File: config.mk
export PLATFORM = sky130hd
export DESIGN_NAME = fifo_umbrales
export DESIGN_NICKNAME = d
export VERILOG_FILES = /design/src/rtl/fifo_pkg.sv /design/src/rtl/fifo_umbrales_memoria_dp.sv /design/src/rtl/fifo_umbrales.sv
export SDC_FILE = /design/constraint.sdc
export NUM_CORES = 1
export LEC_CHECK = 0
export BUFFER_PORTS_ARGS = -buffer_cell sky130_fd_sc_hd__clkbuf_2
export CORE_AREA = 10 10 108 81
export DETAILED_ROUTE_END_ITERATION = 10
export DIE_AREA = 0 0 118 91
export GPL_TIMING_DRIVEN = 0
export SLEW_MARGIN = 25
export SYNTH_ARGS = -nofsm -noshare
export SYNTH_HDL_FRONTEND = slang
export SYNTH_HIERARCHICAL = 1
export SYNTH_SLANG_ARGS = --single-unit
File: constraint.sdc
create_clock -name clk -period 2.6 [get_ports clk]
set_input_delay 0.26 -clock clk [delete_from_list [all_inputs] [get_ports clk]]
set_output_delay 0.26 -clock clk [all_outputs]
set_load 0.005 [all_outputs]
File: src/rtl/fifo_pkg.sv
// fifo_pkg: shared constants and empty_fifos bus encoding for the FIFO bank and its state machine
package fifo_pkg;
  localparam int FIFO_DEPTH  = 8;
  localparam int FIFO_PTR_W  = 3;
  localparam int FIFO_DATA_W = 6;
  localparam int UMBRAL_W    = 3;
  localparam int N_FIFOS     = 8;
  // Bit i carries the empty flag of bank instance i.
  typedef logic [N_FIFOS-1:0] empty_fifos_t;
  function automatic empty_fifos_t set_empty(input empty_fifos_t bus,
                                             input logic [$clog2(N_FIFOS)-1:0] idx,
                                             input logic e);
    empty_fifos_t b;
    b      = bus;
    b[idx] = e;
    return b;
  endfunction
endpackage

File: src/rtl/fifo_umbrales_memoria_dp.sv
// memoria_dp: DEPTH x DATA_W register array, synchronous write, combinational read address
module memoria_dp #(
  parameter int DEPTH  = 8,
  parameter int DATA_W = 6,
  parameter int PTR_W  = 3
) (
  input  logic              clk,
  input  logic              i_we,
  input  logic [PTR_W-1:0]  i_waddr,
  input  logic [DATA_W-1:0] i_wdata,
  input  logic [PTR_W-1:0]  i_raddr,
  output logic [DATA_W-1:0] o_rdata
);
  logic [DATA_W-1:0] r_mem [DEPTH];
  // Storage is left unreset; contents are meaningless until written.
  always_ff @(posedge clk)
    if (i_we) r_mem[i_waddr] <= i_wdata;
  assign o_rdata = r_mem[i_raddr];
endmodule

File: src/rtl/fifo_umbrales.sv
// fifo_umbrales: synchronous FIFO with live low/high occupancy thresholds and sticky error
module fifo_umbrales
  import fifo_pkg::*;
#(
  parameter int DATA_W = FIFO_DATA_W,
  parameter int DEPTH  = FIFO_DEPTH,
  parameter int PTR_W  = FIFO_PTR_W
) (
  input  logic                clk,
  input  logic                reset,
  input  logic                push,
  input  logic                pop,
  input  logic [DATA_W-1:0]   data_in,
  input  logic [UMBRAL_W-1:0] umbral_bajo,
  input  logic [UMBRAL_W-1:0] umbral_alto,
  output logic [DATA_W-1:0]   data_out,
  output logic                valid_out,
  output logic                empty,
  output logic                full,
  output logic                almost_empty,
  output logic                almost_full,
  output logic [PTR_W:0]      count,
  output logic                error
);
  logic [PTR_W-1:0]  r_wr_ptr, r_rd_ptr;
  logic [PTR_W:0]    r_count;
  logic [DATA_W-1:0] r_data_out;
  logic              r_valid, r_error;
  logic              w_wr_en, w_rd_en, w_ovf, w_unf;
  logic [DATA_W-1:0] w_rd_data;
  // A pop frees the slot at full, so push is still accepted; there is no empty bypass.
  assign w_wr_en = push && (!full || pop);
  assign w_rd_en = pop && !empty;
  assign w_ovf   = push && full && !pop;
  assign w_unf   = pop && empty;
  memoria_dp #(.DEPTH(DEPTH), .DATA_W(DATA_W), .PTR_W(PTR_W)) u_mem (
    .clk     (clk),
    .i_we    (w_wr_en),
    .i_waddr (r_wr_ptr),
    .i_wdata (data_in),
    .i_raddr (r_rd_ptr),
    .o_rdata (w_rd_data)
  );
  // Pointers, occupancy, registered read data and sticky error.
  always_ff @(posedge clk or posedge reset)
    if (reset) begin
      r_wr_ptr   <= '0;
      r_rd_ptr   <= '0;
      r_count    <= '0;
      r_data_out <= '0;
      r_valid    <= 1'b0;
      r_error    <= 1'b0;
    end else begin
      if (w_wr_en) r_wr_ptr <= r_wr_ptr + PTR_W'(1);
      if (w_rd_en) r_rd_ptr <= r_rd_ptr + PTR_W'(1);
      if (w_wr_en && !w_rd_en) r_count <= r_count + (PTR_W+1)'(1);
      else if (w_rd_en && !w_wr_en) r_count <= r_count - (PTR_W+1)'(1);
      if (w_rd_en) r_data_out <= w_rd_data;
      r_valid <= w_rd_en;
      r_error <= r_error || w_ovf || w_unf;
    end
  assign count        = r_count;
  assign data_out     = r_data_out;
  assign valid_out    = r_valid;
  assign error        = r_error;
  assign empty        = r_count == '0;
  assign full         = r_count == (PTR_W+1)'(DEPTH);
  assign almost_empty = r_count <= (PTR_W+1)'(umbral_bajo);
  assign almost_full  = r_count >= (PTR_W+1)'(DEPTH) - (PTR_W+1)'(umbral_alto);
endmodule
==> out/results.tsv <==
metric	value	unit
setup violators final	0	
Final Util	51.02	%
area grow syn2layout	15.31	%
Critical Path AT	2610	ps
Vias/cell	4.881	
Hold WC Path Type	in2async	
pwr dens	1035	mW/mm²
H-tree Lvls	3	
Yosys cell types	30	
Yosys top cell area share	49.13	%
LEAKAGE	1.362	nW
fin crit share	92.62	%
Compound-Gate Fraction of Synth Area	2.559	%
area of the mapped netlist	0.002934	mm²
Cell Chain, Critical Path	nor3_4 > a31oi_2 > ha_1 > inv_1 > ha_1 > a21oi_1 > and3_1 > o21bai_1 > xnor2_1	
FP Rows	25	
CTS tree	yes	
clock slew at reported path FFs	70	ps
Max Freq	0.4153	GHz
Post-synth EDFFs	48	
Max-slew headroom	48.04	%
first-pass GRT wire length	9177	µm
clk root buf	clkbuf_8	
Port-buffer cells	31	
largest family of logic cells by synthesized area	multiplexers	
asr flop ratio synth	27.27	%
clock buffer depth	2	
Detailed Place HPWL	3830	µm
register area share after synthesis	64.48	%
Worst Path Max Fanout	7	
post-CTS setup repair buffer count	0	
top_reg_cell synth	edfxtp_1	
Yosys warning count	6	
fin nets	258	
crit end category	flip-flop	
simple-gate share of the synthesized area	7.804	%
Initial Util	44.25	%
Die H	91	µm
number of global-route vias before repair	1673	
CP dominant cell by count	ha_1	
Final Skew	8.366	ps
CP Launch Type	flip-flop	
mux cell area share after synthesis	13.82	%
Synth area leader	edfxtp_1	
Syn Inst Count	186	
Residual DRC	0	
fraction of the mapped netlist area in adder cells	6.226	%
die area	0.01074	mm²
Worst Tran Pin Value	776.6	ps
Pre-antenna DRT Iters	4	
Post-Synthesis Mean Instance Area	15.77	µm²
# IOs	32	
CP Data Required Time	2810	ps
synth top area cells	edfxtp_1, dfrtp_1, mux4_1	
Slowest-stage cell, CP	dfrtp_1	
dpl cell area	0.003217	mm²
largest net degree at the start of global routing	19	
share of layout cells above drive strength 1	26.18	%
Post-Layout Inst Area	0.003383	mm²
RSZ-0062 raised after global routing	no	
Worst-Skew Late Latency	330	ps
clock sink total	66	
fin crit period	2408	ps
number of nets with antenna violations after routing	0	
n_diodes	0	
via count of the routed design	1596	
Core Region	0.006631	mm²
Worst Path Class, Setup	reg2reg	
Final Max Tran Viols	0	
WL final	5495	µm
status	finished clean	
initial antenna violation count	0	
routed len/inst	16.80	µm
syn nets	216	
Die Wd	118	µm
global placer's final weighted congestion	0.7108	
Max-Cap Viols	0	
Seq cells post-synth	66	
Synth Area in XOR/XNOR	2.388	%
Final Hold Viols	0	
DR iter-0 viols	137	
CP peak stage delay	530	ps
GR Util All Layers	11.09	%
peak supply drop	0.0005134	V
cts bufs inserted	9	
grt ovf	0	
[state kept, by name, summed over array words and instances, names as in the netlist]
signal       count
u_mem/r_mem     48
data_out         6
count            4
r_rd_ptr         3
r_wr_ptr         3
error            1
valid_out        1
[where the power goes]
| group | internal [mW] | switching (mW) |
|---|---|---|
| sequential | 1.39 | 0.220 |
| clock | 0.333 | 0.342 |
| combinational | 0.618 | 0.593 |
[Yosys cell counts (2+ instances only)]
master,instances
edfxtp_1,48
nand2_1,25
dfrtp_1,18
ha_1,13
mux4_1,12
inv_1,11
mux2_2,8
nor2_1,8
xnor2_1,6
nand2b_1,5
a21oi_1,4
o21ai_0,4
nand3_1,3
nor3_1,3
buf_6,2
xor2_1,2
[worst max-delay path: cells and delay by family, from the launching register on]
kind,cells,cell delay (ps)
flip-flops,1,530
AND/OR/NAND/NOR,2,240
adder cells (fa/ha/maj),2,570
XOR/XNOR,1,120
AO/OA/AOI/OAI,3,710
buffers and inverters,1,100
[placed cells by master (no fill, tap or decap), types with 5 or more instances in the layout]
master	count
edfxtp_1	48
ha_1	13
dfrtp_1	16
nor2_1	8
clkbuf_8	9
mux4_1	12
nand2b_1	5
nand2_1	25
inv_1	11
xnor2_1	6
mux2_2	8
clkbuf_2	31
[kinds of logic after synthesis]
family          count (synthesis)
compound gates                 12
xor+xnor                        8
fa+ha+maj                      14
buf+inv                        16
flops                          66
mux                            20
simple gates                   50
[routing by layer]
layer	GRT usage (%)	share of wire [%]	vias up
met5	0	0	-
li1	-	-	772
met1	15.49	50	789
met3	3.340	3.9	6
met4	4.620	0.84	0
met2	15.61	45	29
[stage by stage]
stage	hold slack, ps	worst slack [ps]	setup TNS (ps)	std cells	total power, mW
finish	20.19	191.9	0	327	3.501
detailed placement	403.2	26.19	0	311	2.831
global placement	394.1	-17.51	-101.6	311	2.801
global route	74.74	24.30	0	327	3.791
floorplan	198.6	341.5	0	186	2.413
CTS	42.10	7.116	0	327	3.531
[worst paths after layout]
kind                                       from                           to  slack (ps)  cells after the start
setup / recovery           count[2]$_DFFE_PP0P_         count[3]$_DFFE_PP0P_         190                      9
hold / removal                            reset      r_rd_ptr[2]$_DFFE_PP0P_          20                      2
setup reg to reg           count[2]$_DFFE_PP0P_         count[3]$_DFFE_PP0P_         190                      9
hold reg to reg                 error$_DFF_PP0_              error$_DFF_PP0_         460                      1
max in group asynchronous                 reset         count[0]$_DFFE_PP0P_        2070                      2
min in group clk                     data_in[4]  u_mem/r_mem[1][4]$_DFFE_PP_         210                      1
[what timing repair did]
item,4_1_cts,5_1_grt
gates resized for setup,0,4
hold buffers,0,0
setup endpoints to repair,0,2
[final cells by class]
class / count / area, µm²
Multi-Input combinational cell: 104 / 983.4
Fill cell: 586 / 3248
Tap cell: 94 / 117.6
Buffer: 4 / 30.03
Clock inverter: 5 / 21.27
Sequential cell: 66 / 1894
Timing Repair Buffer: 31 / 155.1
Clock buffer: 11 / 131.4
Inverter: 12 / 50.05
(Power assumes the default switching activity.)
